File: config.mk
export PLATFORM = sky130hd
export DESIGN_NAME = load_store_unit
export DESIGN_NICKNAME = d
export VERILOG_FILES = /design/src/rtl/load_store_unit.sv
export SDC_FILE = /design/constraint.sdc
export NUM_CORES = 1
export LEC_CHECK = 0
export BUFFER_PORTS_ARGS = -buffer_cell sky130_fd_sc_hd__buf_2
export CAP_MARGIN = 10
export CORE_ASPECT_RATIO = 0.8
export CORE_MARGIN = 2
export CORE_UTILIZATION = 51
export DETAILED_ROUTE_END_ITERATION = 7
export HOLD_SLACK_MARGIN = 0.15
export PLACE_DENSITY = 0.89
export SYNTH_ARGS = -nofsm -noshare
export SYNTH_HDL_FRONTEND = slang
export SYNTH_SLANG_ARGS = --single-unit
File: constraint.sdc
create_clock -name clk -period 5.8 [get_ports clk]
set_input_delay 1.16 -clock clk [delete_from_list [all_inputs] [get_ports clk]]
set_output_delay 1.16 -clock clk [all_outputs]
set_load 0.03 [all_outputs]
File: src/rtl/load_store_unit.sv
// RISC-V load/store unit: turns LB/LH/LW/LBU/LHU/SB/SH/SW into aligned word accesses.
// Optional feature macro: LSU_MISALIGN_TRAP_EN (reject misaligned halfword/word requests with err).
module load_store_unit #(
  parameter int unsigned ADDR_W    = 32,
  parameter logic [31:0] RDATA_RST = 32'h0000_0000
) (
  input  logic              clk,
  input  logic              rst,
  input  logic              req_valid,
  output logic              req_ready,
  input  logic              req_we,
  input  logic [2:0]        req_funct3,
  input  logic [ADDR_W-1:0] req_addr,
  input  logic [31:0]       req_wdata,
  output logic              done,
  output logic              err,
  output logic [31:0]       rdata,
  output logic [ADDR_W-1:0] mem_A,
  output logic [31:0]       mem_WD,
  output logic              mem_WE,
  input  logic [31:0]       mem_RD
);

  localparam int unsigned DATA_W = 32;
  localparam int unsigned HALF_W = DATA_W / 2;

  typedef enum logic [1:0] {IDLE, ACCESS, MERGE_WR, RESP} state_e;

  state_e              state_q;
  logic                req_ready_q;
  logic                done_q;
  logic                err_q;
  logic [ADDR_W-1:0]   mem_a_q;
  logic [DATA_W-1:0]   mem_wd_q;
  logic [DATA_W-1:0]   rdata_q;
  logic                we_q;
  logic [2:0]          f3_q;
  logic [1:0]          lo_q;
  logic [HALF_W-1:0]   wdata_q;

  logic                legal_c;
  logic                bad_c;
  logic [7:0]          byte_c;
  logic [HALF_W-1:0]   half_c;
  logic [DATA_W-1:0]   load_val_c;
  logic [DATA_W-1:0]   merge_c;

  // funct3 legality for the incoming request
  always_comb begin
    legal_c = 1'b0;
    if (req_we) begin
      legal_c = (req_funct3[2] == 1'b0) && (req_funct3[1:0] != 2'b11);
    end else begin
      legal_c = (req_funct3[1:0] != 2'b11) && !(req_funct3[2] && req_funct3[1]);
    end
  end

`ifdef LSU_MISALIGN_TRAP_EN
  logic misalign_c;
  assign misalign_c = ((req_funct3[1:0] == 2'b01) && req_addr[0]) ||
                      ((req_funct3[1:0] == 2'b10) && (req_addr[1:0] != 2'b00));
  assign bad_c = !legal_c || misalign_c;
`else
  assign bad_c = !legal_c;
`endif

  // Lane extraction for loads and lane replacement for sub-word store merges
  always_comb begin
    byte_c     = 8'h00;
    half_c     = lo_q[1] ? mem_RD[31:16] : mem_RD[15:0];
    load_val_c = mem_RD;
    merge_c    = mem_RD;
    case (lo_q)
      2'd0:    byte_c = mem_RD[7:0];
      2'd1:    byte_c = mem_RD[15:8];
      2'd2:    byte_c = mem_RD[23:16];
      default: byte_c = mem_RD[31:24];
    endcase
    case (f3_q)
      3'b000:  load_val_c = {{24{byte_c[7]}}, byte_c};
      3'b100:  load_val_c = {24'h00_0000, byte_c};
      3'b001:  load_val_c = {{16{half_c[15]}}, half_c};
      3'b101:  load_val_c = {16'h0000, half_c};
      default: load_val_c = mem_RD;
    endcase
    if (f3_q[1:0] == 2'b00) begin
      case (lo_q)
        2'd0:    merge_c[7:0]   = wdata_q[7:0];
        2'd1:    merge_c[15:8]  = wdata_q[7:0];
        2'd2:    merge_c[23:16] = wdata_q[7:0];
        default: merge_c[31:24] = wdata_q[7:0];
      endcase
    end else if (lo_q[1]) begin
      merge_c[31:16] = wdata_q;
    end else begin
      merge_c[15:0] = wdata_q;
    end
  end

  // Control FSM with registered handshake and memory-port outputs
  always_ff @(posedge clk or posedge rst) begin
    if (rst) begin
      state_q     <= IDLE;
      req_ready_q <= 1'b1;
      done_q      <= 1'b0;
      err_q       <= 1'b0;
      mem_a_q     <= '0;
      mem_wd_q    <= '0;
      rdata_q     <= RDATA_RST;
      we_q        <= 1'b0;
      f3_q        <= 3'b000;
      lo_q        <= 2'b00;
      wdata_q     <= '0;
    end else begin
      case (state_q)
        IDLE: begin
          if (req_valid) begin
            we_q        <= req_we;
            f3_q        <= req_funct3;
            lo_q        <= req_addr[1:0];
            wdata_q     <= req_wdata[HALF_W-1:0];
            req_ready_q <= 1'b0;
            if (bad_c) begin
              state_q <= RESP;
              done_q  <= 1'b1;
              err_q   <= 1'b1;
            end else begin
              state_q <= ACCESS;
              mem_a_q <= {req_addr[ADDR_W-1:2], 2'b00};
              if (req_we && (req_funct3[1:0] == 2'b10)) begin
                mem_wd_q <= req_wdata;
              end
            end
          end
        end
        ACCESS: begin
          if (we_q && (f3_q[1:0] != 2'b10)) begin
            state_q  <= MERGE_WR;
            mem_wd_q <= merge_c;
          end else begin
            state_q <= RESP;
            done_q  <= 1'b1;
            err_q   <= 1'b0;
            if (!we_q) begin
              rdata_q <= load_val_c;
            end
          end
        end
        MERGE_WR: begin
          state_q <= RESP;
          done_q  <= 1'b1;
          err_q   <= 1'b0;
        end
        default: begin
          state_q     <= IDLE;
          done_q      <= 1'b0;
          err_q       <= 1'b0;
          req_ready_q <= 1'b1;
        end
      endcase
    end
  end

  // Write strobe is a pure state decode so it drops the instant rst rises
  assign mem_WE    = (state_q == MERGE_WR) ||
                     ((state_q == ACCESS) && we_q && (f3_q[1:0] == 2'b10));
  assign req_ready = req_ready_q;
  assign done      = done_q;
  assign err       = err_q;
  assign rdata     = rdata_q;
  assign mem_A     = mem_a_q;
  assign mem_WD    = mem_wd_q;

endmodule

Word-level counts from Yosys, hierarchy flattened:

Index checks and enable logic that the tools add are counted.

* equality and inequality tests: 17
* mux-type cells: 28
* bitwise operators: 4
* reductions and logical operators: 22

Operators by type and width (count)
* 32-bit 2-to-1 mux: 5
* 32-bit case mux with 4 select lines: 1
* 32-bit case mux with 2 select lines: 1
* 16-bit 2-to-1 mux: 3
* 8-bit 2-to-1 mux: 4
* 8-bit case mux with 3 select lines: 1
* 2-bit != test, second input constant: 8
* 3-bit AND reduction: 3
* 2-bit == test, second input constant: 4
* 1-bit logical AND: 7
* 1-bit 2-to-1 mux: 7
* 3-bit == test, second input constant: 2
* 2-bit logical NOT: 3
* 2-bit case mux with 3 select lines: 1
* 5-bit AND reduction: 1
* 2-bit by 1-bit == test with 1-bit output, second input constant: 2
* 2-bit 2-to-1 mux: 2
* 1-bit NOT: 4
* 1-bit case mux with 2 select lines: 2
* 2-bit AND reduction: 2
* 3-bit by 1-bit == test with 1-bit output, second input constant: 1
* 3-bit logical NOT: 1
* 1-bit case mux with 3 select lines: 1
* 3-bit OR reduction: 1
* other kinds (4): 4

* register bits: 121
* bits of input ports: 103
* output and inout port bits: 100

Logic depth before layout (Yosys ltp):

* depth after elaboration: 7
* mapped depth: 8

Worst setup path before layout:

No wires, ideal clock.

* kind: register to output
* from: register state_q[1]
* to: output port mem_WE
* arrival: 1505 ps
* data required time: 4640 ps
* setup slack: 3135 ps
* cell stages (with the launch flop): 6
* path buffers: 1
* cells stage by stage: dfrtp_1 -> inv_1 -> ha_1 -> clkbuf_1 -> nand2_1 -> o21bai_1

* longest elaborated chain between the ends: 4
* elaborated cells between the ends (all ways): 5

RTL lines
* start, declared: line 29 `state_e state_q;`
* start signal, assigned: line 103 `state_q <= IDLE;`
* start signal, assigned: line 124 `state_q <= RESP;`
* start signal, assigned: line 128 `state_q <= ACCESS;`
* 2-bit by 1-bit == test with 1-bit output: line 166 `((state_q == ACCESS) && we_q && (f3_q[1:0] == 2'b10));`
* 1-bit logical AND (2 in series): line 166
* 1-bit logical OR *: line 165 `assign mem_WE = (state_q == MERGE_WR) ||`
* end, declared: line 20 `output logic mem_WE,`

Every way passes the cells marked *; elsewhere a longest branch is shown, timed or not.

Final worst setup path:

Ends and elaborated chain as after synthesis.

==> results.yml <==
worst_setup_path:
  critPathLaunchType: "flop"
  crit_start: "state_q[1]$_DFFE_PP0N_"
  critPathCaptureType: "primary output"
  critPathBufInv: 2
  worstReg2RegStart: "state_q[0]$_DFFE_PP0N_"
  path_delay_family: "adder cells"
  slowest_stage: "ha_2"
  slowest_delay_ps: 870
  cp.required_ps: 4640
  rrSetupSlack_ps: 2650
  crit_chain: "inv_1, ha_2, nand2_1, o21bai_1, buf_2"
  crit_arrival_ps: 2400
  critical_path_class: "flop to primary output"
  crit_path_max_fanout: 61
yosys:
  yosysMostFrequentCell: "dfrtp_1"
  yosys.area_share.simple_pct: 9.95
  synth.avg_cell_area_um2: 10.8
  yosysTopAreaCellShare_pct: 48.5
  synthAdderAreaFrac_pct: 1.01
  ys_types: 43
  yosysSeqAreaShare_pct: 49.0
  synth_top_cell_by_area: "dfrtp_1"
  netlist_top_cells_area: "dfrtp_1 (49%), mux2_2 (12%), mux2i_1 (7.3%)"
  ys_ff_latch: 121
  synthXorXnorAreaFrac_pct: 0
  synth_top_family_by_area: "multiplexers"
  synthArstFlopShare_pct: 100
  synth.area.mux_share_pct: 22.4
  synth_common_cells: "dfrtp_1 (120), mux2_2 (65), mux2i_1 (45), nand2_1 (40), nor2_1 (36)"
  ys.flop_type: "dfrtp_1"
  synth_edf_count: 0
  yosysWarnings: 0
  synthesis.area_um2: 6190
  synth_compound_area_share_pct: 12.7
  syn-instance-count: 574
flow_run:
  drv_cap: 0
worst_hold_path:
  hp-start: "rdata[1]$_DFFE_PP0P_"
  hp-class: "flop to flop"
power:
  combPwrFrac_pct: 49.3
  intPower_mw: 2.87
  pwr-share-clk_pct: 19.7
  seqPwrFrac_pct: 31.0
  switching_share_pct: 45.6
  peakVddDrop_v: 0.000354
  switching_power_mw: 2.41
  leakage_nw: 3.75
  power_density_nw_per_um2: 676
cts:
  cts_setup_buffers: 0
  clk_pin_slew_worst_paths_ps: 60
  cts_tree: "yes"
  postCtsHoldBufs: 0
  cts-root-buf: "clkbuf_16"
  clk_path_buf_depth: 2
  cts_htree_levels: 4
  clock-sinks: 121
  postCtsResizedCells: 0
  insertion_delay_ps: 420
  cts_buffers: 17
sta:
  slew_violations: 0
  finalCriticalPeriod_ps: 3560
  hold_violations: 0
  rsz0062_at_grt: "false"
  period_share_pct: 61.4
  setup_viol_count_final: 0
  timing.hold.ws_ps: 488
  timing.fmax_mhz: 281
  tightest_slew_ps: 1200
  fin_worst_skew_ps: 7.13
  relSlewSlack_pct: 19.5
  fin_tns_setup_ps: 0
grt:
  grt_overflow_total: 0
  grt_max_degree: 76
  antenna_found_initial: 1
  grt_pass1_wl_mm: 26.8
  grt_util_all_layers_pct: 27.1
  grt_pass1_vias: 4956
die:
  pin_count: 203
  fp.dieArea_um2: 13000
  core_um2: 11700
  die_w_um: 127
  die_y_um: 103
  start_util_pct: 52.9
  std_cell_rows: 35
layout:
  layout-drive-gt1-share_pct: 41.3
  nFillCells: 899
  fin_nets: 865
  synthToLayoutAreaGrowth_pct: 26.3
placed_design:
  place.gp.congestion: 0.904
  io_buffer_count: 200
  place_hpwl_mm: 12.4
detailed_routing:
  route.met2.wl_mm: 7.77
  drc_errors: 0
  drt-initial-drc-count: 656
  wl_per_cell_um: 19.1
  vias_per_cell: 5.76
  num_vias: 5297
  wl_mm: 17.6
  dr.max_layer_used: "met4"
  firstDrtPassIters: 8
  postRouteAntennaNets: 0
  wl_met3_mm: 1.53
  wl_met1_mm: 7.70
outcome:
  status: "finished clean"
[cell usage in the layout (no fill, tap or decap), drive strengths merged]
| cell | count |
|---|---|
| dfrtp | 120 |
| bufinv | 2 |
| a222oi | 3 |
| a221oi | 1 |
| a31oi | 10 |
| a21boi | 1 |
| nor3 | 1 |
| nor2 | 36 |
| ha | 5 |
| nand2 | 41 |
| or3b | 1 |
| a22o | 1 |
| clkinvlp | 4 |
| o31ai | 3 |
| inv | 28 |
| o211ai | 2 |
| conb | 2 |
| o22ai | 11 |
| nand3b | 6 |
| o21bai | 1 |
| o22a | 1 |
| diode | 2 |
| mux2 | 83 |
| nor3b | 1 |
| nand2b | 20 |
| a21o | 3 |
| nor2b | 4 |
| clkbuf | 18 |
| nand3 | 19 |
| buf | 205 |
| a32o | 1 |
| a211oi | 1 |
| dfstp | 1 |
| clkinv | 7 |
| o21ai | 25 |
| or4 | 1 |
| a31o | 6 |
| o221ai | 16 |
| mux2i | 45 |
| a21oi | 34 |
[metrics by stage]
step	setup slack (ps)	cell area (um^2)	cells	util, %	power (mW)
2_1_floorplan	1430	6190	575	-	3.49
3_3_place_gp	2480	7220	886	61.8	4.13
3_5_place_dp	2420	7220	886	61.8	4.20
4_1_cts	2300	7810	918	66.8	5.27
5_1_grt	2090	7810	919	66.8	5.57
6_report	2240	7810	920	66.8	5.28
[worst min-delay path: cells and delay by family, from the launching register on]
family	cells	cell delay (ps)
AND/OR/NAND/NOR	1	50
flip-flops	1	350
AO/OA/AOI/OAI	1	50
[cells by family (layout without fill, tap and decap cells)]
logic type,Yosys count,count (layout)
other cells,1,4
flops,121,121
buf+inv,69,264
mux,128,128
fa+ha+maj,5,5
simple gates,130,130
compound gates,120,120
[flip-flops by register name, summed over array words and instances (netlist names)]
name,flops
done,1
err,1
f3_q,3
lo_q,2
mem_A,30
mem_WD,32
rdata,32
req_ready,1
state_q,2
wdata_q,16
we_q,1
[power by group through the flow]
stage	registers, mW	clock network [mW]	logic (mW)
2_1_floorplan	2.20	0	1.29
3_3_place_gp	1.62	0	2.51
3_5_place_dp	1.64	0	2.56
4_1_cts	1.63	1.05	2.59
5_1_grt	1.69	1.10	2.78
6_report	1.64	1.04	2.60
[metal layers]
| layer | vias up | GRT usage [%] |
|---|---|---|
| met5 | - | 0 |
| met4 | 0 | 12.2 |
| met3 | 49 | 6.02 |
| met2 | 301 | 39.0 |
| met1 | 2519 | 39.7 |
| li1 | 2428 | - |
[worst paths after layout]
kind                       cells after the start                endpoint
min reg2reg                                    2    rdata[1]$_DFFE_PP0P_
max reg2reg                                    7  mem_WD[15]$_DFFE_PP0P_
max                                            5                  mem_WE
min in group asynchronous                      2   mem_A[30]$_DFFE_PP0P_
min                                            2    rdata[1]$_DFFE_PP0P_
max in group asynchronous                      3     lo_q[1]$_DFFE_PP0P_
[final cells by class]
class / instances / area [um^2] / share of cell area, %
flip-flops and latches: 121 / 3030 / 38.8
clock inverters: 14 / 149 / 1.91
inverters: 27 / 104 / 1.33
multi-input cells: 385 / 2860 / 36.6
well taps: 148 / 185 / 2.37
clock buffers: 18 / 439 / 5.62
diodes: 2 / 5.00 / 0.0641
repair buffers: 205 / 1040 / 13.3
Note: power is estimated with default switching activity, not from simulation.
